==> src/rtl/change_dispenser.sv <==
`default_nettype none
// ---------------------------------------------------------------------------
// change_dispenser: greedy largest-first coin return, one coin per hopper-ready cycle
// Rev 1.0
// ---------------------------------------------------------------------------
module change_dispenser #(
    parameter int NUM_COINS   = 3,
    parameter int TOTAL_BITS  = 31,
    parameter int COIN0_VALUE = 100,
    parameter int COIN1_VALUE = 500,
    parameter int COIN2_VALUE = 1000
) (
    input  logic                  clk,
    input  logic                  reset_n,
    input  logic                  i_start,
    input  logic [TOTAL_BITS-1:0] i_return_amount,
    input  logic                  i_hopper_ready,
    output logic [NUM_COINS-1:0]  o_return_coin,
    output logic                  o_busy,
    output logic                  o_done,
    output logic [TOTAL_BITS-1:0] o_remaining,
    output logic [TOTAL_BITS-1:0] o_residue
);

    typedef enum logic [1:0] {
        IDLE  = 2'd0,
        ISSUE = 2'd1,
        DONE  = 2'd2
    } state_t;

    state_t                  state;
    state_t                  next_state;
    logic [NUM_COINS-1:0]    coin_next;
    logic [TOTAL_BITS-1:0]   remaining_next;
    logic [TOTAL_BITS-1:0]   residue_next;
    logic                    fit;
    logic [NUM_COINS-1:0]    sel_onehot;
    logic [TOTAL_BITS-1:0]   sel_value;

    // Indices beyond the defined denominations never fit.
    function automatic logic [TOTAL_BITS-1:0] coin_value(input int k);
        case (k)
            0:       coin_value = TOTAL_BITS'(COIN0_VALUE);
            1:       coin_value = TOTAL_BITS'(COIN1_VALUE);
            2:       coin_value = TOTAL_BITS'(COIN2_VALUE);
            default: coin_value = '1;
        endcase
    endfunction

    // Denominations ascend with index, so the last fitting index is the largest coin.
    always_comb begin
        fit        = 1'b0;
        sel_onehot = '0;
        sel_value  = '0;
        for (int k = 0; k < NUM_COINS; k++) begin
            if (coin_value(k) <= o_remaining) begin
                fit        = 1'b1;
                sel_onehot = NUM_COINS'(1) << k;
                sel_value  = coin_value(k);
            end
        end
    end

    always_comb begin
        next_state     = state;
        coin_next      = '0;
        remaining_next = o_remaining;
        residue_next   = o_residue;
        case (state)
            IDLE: begin
                if (i_start) begin
                    residue_next   = '0;
                    remaining_next = i_return_amount;
                    next_state     = (i_return_amount != '0) ? ISSUE : DONE;
                end
            end
            ISSUE: begin
                if (!fit) begin
                    next_state   = DONE;
                    residue_next = o_remaining;
                end else if (i_hopper_ready) begin
                    coin_next      = sel_onehot;
                    remaining_next = o_remaining - sel_value;
                end
            end
            DONE: begin
                next_state = IDLE;
            end
            default: begin
                next_state = IDLE;
            end
        endcase
    end

    always_ff @(posedge clk or negedge reset_n) begin
        if (!reset_n) begin
            state         <= IDLE;
            o_return_coin <= '0;
            o_busy        <= 1'b0;
            o_done        <= 1'b0;
            o_remaining   <= '0;
            o_residue     <= '0;
        end else begin
            state         <= next_state;
            o_return_coin <= coin_next;
            o_busy        <= (next_state == ISSUE);
            o_done        <= (next_state == DONE);
            o_remaining   <= remaining_next;
            o_residue     <= residue_next;
        end
    end

endmodule
`default_nettype wire
==> config.mk <==
export PLATFORM = sky130hd
export DESIGN_NAME = change_dispenser
export DESIGN_NICKNAME = d
export VERILOG_FILES = /design/src/rtl/change_dispenser.sv
export SDC_FILE = /design/constraint.sdc
export NUM_CORES = 1
export LEC_CHECK = 0
export BUFFER_PORTS_ARGS = -buffer_cell sky130_fd_sc_hd__buf_2
export CORE_UTILIZATION = 55
export CTS_CLUSTER_DIAMETER = 40
export DETAILED_ROUTE_END_ITERATION = 12
export PLACE_DENSITY = 0.83
export SYNTH_ARGS = -nofsm -noshare
export SYNTH_HDL_FRONTEND = slang
export SYNTH_SLANG_ARGS = --single-unit
==> constraint.sdc <==
create_clock -name clk -period 11.7 [get_ports clk]
set_clock_uncertainty 0.15 [all_clocks]
set_input_delay 1.755 -clock clk [delete_from_list [all_inputs] [get_ports clk]]
set_output_delay 1.755 -clock clk [all_outputs]
set_load 0.03 [all_outputs]
==> impl_metrics.env <==
export IMPL_synthArstFlopShare_pct=100
export IMPL_grt_use_total_pct=31.7
export IMPL_n_fill_cell=541
export IMPL_h_tree_depth=3
export IMPL_drc=7
export IMPL_die_area_um2=7110
export IMPL_clk_latency_ps=360
export IMPL_hpwl_mm=7.65
export IMPL_yosys_area_top_type_share_pct=46.4
export IMPL_syn_to_final_growth_pct=20.4
export IMPL_cpPeakStageDelay_ps=750
export IMPL_power_density_nw_per_um2=202
export IMPL_critPathLaunch="o_remaining[22]$_DFFE_PN0P_"
export IMPL_p_total_w=0.000907
export IMPL_final_util_pct=69.4
export IMPL_wl_per_cell_um=18.3
export IMPL_synth_area_um2=3720
export IMPL_synthTopCellsByCount="69 x dfrtp_1, 48 x nand2_1, 33 x nor2_1, 25 x and2_1, 23 x o21ai_0"
export IMPL_nets=543
export IMPL_leakage_nw=2.19
export IMPL_fmax_mhz=204
export IMPL_synth_cell_types=61
export IMPL_die_w_um=84.3
export IMPL_synth_seq_cells=69
export IMPL_start_util_pct=57.7
export IMPL_slew_headroom_pct=21.2
export IMPL_hp_class="reg -> reg"
export IMPL_final_layout_size_suffix_gt1_share_pct=27.0
export IMPL_stdcell_count=581
export IMPL_critPathBufInv=0
export IMPL_core_um2=6460
export IMPL_drt_total_wl_mm=10.7
export IMPL_startpoint_type="flop"
export IMPL_min_period_over_period_pct=42.0
export IMPL_hp_start="o_residue[15]$_DFFE_PN0P_"
export IMPL_postCtsResizedCells=0
export IMPL_r2r_start="o_remaining[22]$_DFFE_PN0P_"
export IMPL_hold_viol_final=0
export IMPL_antenna_found_initial=0
export IMPL_arrival_ps=5000
export IMPL_avgViaCountPerCell=6.25
export IMPL_slowest_stage="a2111oi_2"
export IMPL_tns_ps=0
export IMPL_yosys_warnings=0
export IMPL_clk_pin_slew_ps=80
export IMPL_grt_pass1_wl_mm=17.5
export IMPL_min_period_ps=4910
export IMPL_yosysTopAreaCell="dfrtp_1"
export IMPL_synth_ff_type="dfrtp_1"
export IMPL_synth_edff_count=0
export IMPL_ys_seq_area_share_pct=46.4
export IMPL_clkSinkCount=69
export IMPL_cp_end_kind="flop"
export IMPL_dieHeight_um=84.3
export IMPL_root_buffer="clkbuf_8"
export IMPL_placedCellCount=565
export IMPL_cts_tree="yes"
export IMPL_finalSetupViolCount=0
export IMPL_required_ps=11790
export IMPL_grt_max_degree=70
export IMPL_crit_type="reg -> reg"
export IMPL_io_pins=102
export IMPL_ant_nets=0
export IMPL_synth_most_common_cell="dfrtp_1"
export IMPL_postSynthAreaPerCell_um2=9.29
export IMPL_port_buffers=101
export IMPL_gp_congestion=0.971
export IMPL_maxCapViolCount=0
export IMPL_worst_pin_slew_ps=1180
export IMPL_critPathMaxFanout=7
export IMPL_vias=3634
export IMPL_first_global_vias=3494
export IMPL_crit_chain="or3_4 -> or4b_1 -> or2_1 -> nor2_1 -> nand2_1 -> ha_1 -> a211oi_1 -> o21bai_1 -> a2111oi_2 -> o211ai_1 -> o32a_1 -> o21a_1"
export IMPL_grt_ovfl_total=0
export IMPL_ir_drop_v=0.000126
export IMPL_status="finished, violations left"
export IMPL_fp_row_count=29
export IMPL_cpLargestDelayFamily="compound AO/OA/AOI/OAI gates"
export IMPL_slew_violations=0
export IMPL_diodes=0
export IMPL_violations="design-rule violations"
export IMPL_cts_buffer_depth=2
export IMPL_synth_fp_nets=445
export IMPL_rsz0062_at_grt="no"
export IMPL_postCtsSetupRepairBufs=0
export IMPL_first_pass_iters=9
export IMPL_hold_buffers=0
export IMPL_synthTopCellsByArea="dfrtp_1 46%, nand2_1 4.8%, and2_1 4.2%"
export IMPL_first_iter_violations=295
export IMPL_cts_buffers=9
export IMPL_syn_instance_count=401
-- area by class of cell --
class,count,area (um2),area share [%]
repair buffers,105,536,11.9
well taps,77,96.3,2.15
multi-input cells,309,1910,42.6
clock buffers,9,124,2.76
inverters,5,18.8,0.419
flip-flops and latches,69,1730,38.5
clock inverters,7,73.8,1.65
-- per-stage QoR --
stage	area (um2)	hold WS (ps)	setup WS [ps]
after global placement	4290	313	6990
after global routing	4480	347	6510
after floorplan	3720	486	7240
final	4480	330	6790
after CTS	4480	338	6820
after detailed placement	4290	315	6850
-- final timing paths --
path	endpoint	slack, ps	depth (start not counted)
worst max-delay path	o_remaining[14]$_DFFE_PN0P_	6790	12
worst min-delay path	o_residue[15]$_DFFE_PN0P_	330	1
worst max register to register	o_remaining[14]$_DFFE_PN0P_	6790	12
worst min register to register	o_residue[15]$_DFFE_PN0P_	330	1
max in group asynchronous	o_remaining[7]$_DFFE_PN0P_	9390	2
min in group asynchronous	o_remaining[2]$_DFFE_PN0P_	1440	2
-- state kept, by name (all words and copies together), names as in the netlist --
register / cells
state: 2
o_return_coin: 3
o_busy: 1
o_remaining: 31
o_done: 1
o_residue: 31
-- power by group --
part | switching, W | internal (W) | leakage [nW]
sequential | 0.0000648 | 0.000284 | 0.874
combinational | 0.000235 | 0.000125 | 1.22
clock | 0.0000982 | 0.0000991 | 0.0996
total | 0.000398 | 0.000508 | 2.19
-- cell families (layout without fill, tap and decap cells) --
group | Yosys count | after routing | share of synthesized area (%)
simple gates | 179 | 179 | 24.9
fa+ha+maj | 9 | 9 | 3.22
xor+xnor | 2 | 2 | 0.470
buf+inv | 23 | 126 | 2.45
compound gates | 117 | 117 | 22.0
mux | 2 | 2 | 0.605
flops | 69 | 69 | 46.4
-- cells in the final DEF (no fill, tap or decap), types with 5 or more instances in the layout --
master       n
a211oi_1     6
a21oi_1     20
a2bb2oi_1    7
and2_1      25
buf_2      101
clkbuf_8     9
dfrtp_1     69
ha_1         8
inv_1        5
nand2_1     48
nand3_1      5
nand4_1      7
nor2_1      33
nor3_1      17
nor4_1      11
o21a_1       8
o21ai_0     23
o22ai_1     12
or2_2        5
or3_1        6
-- metal layers --
layer / global-route usage [%] / part of all wire, % / vias up
met2: 49.9 / 47 / 186
met3: 5.11 / 8.2 / 23
li1: - / - / 1687
met5: 0 / 0 / -
met1: 43.5 / 43 / 1738
met4: 13.9 / 2.2 / 0
Power figures use the tool's default switching activity.
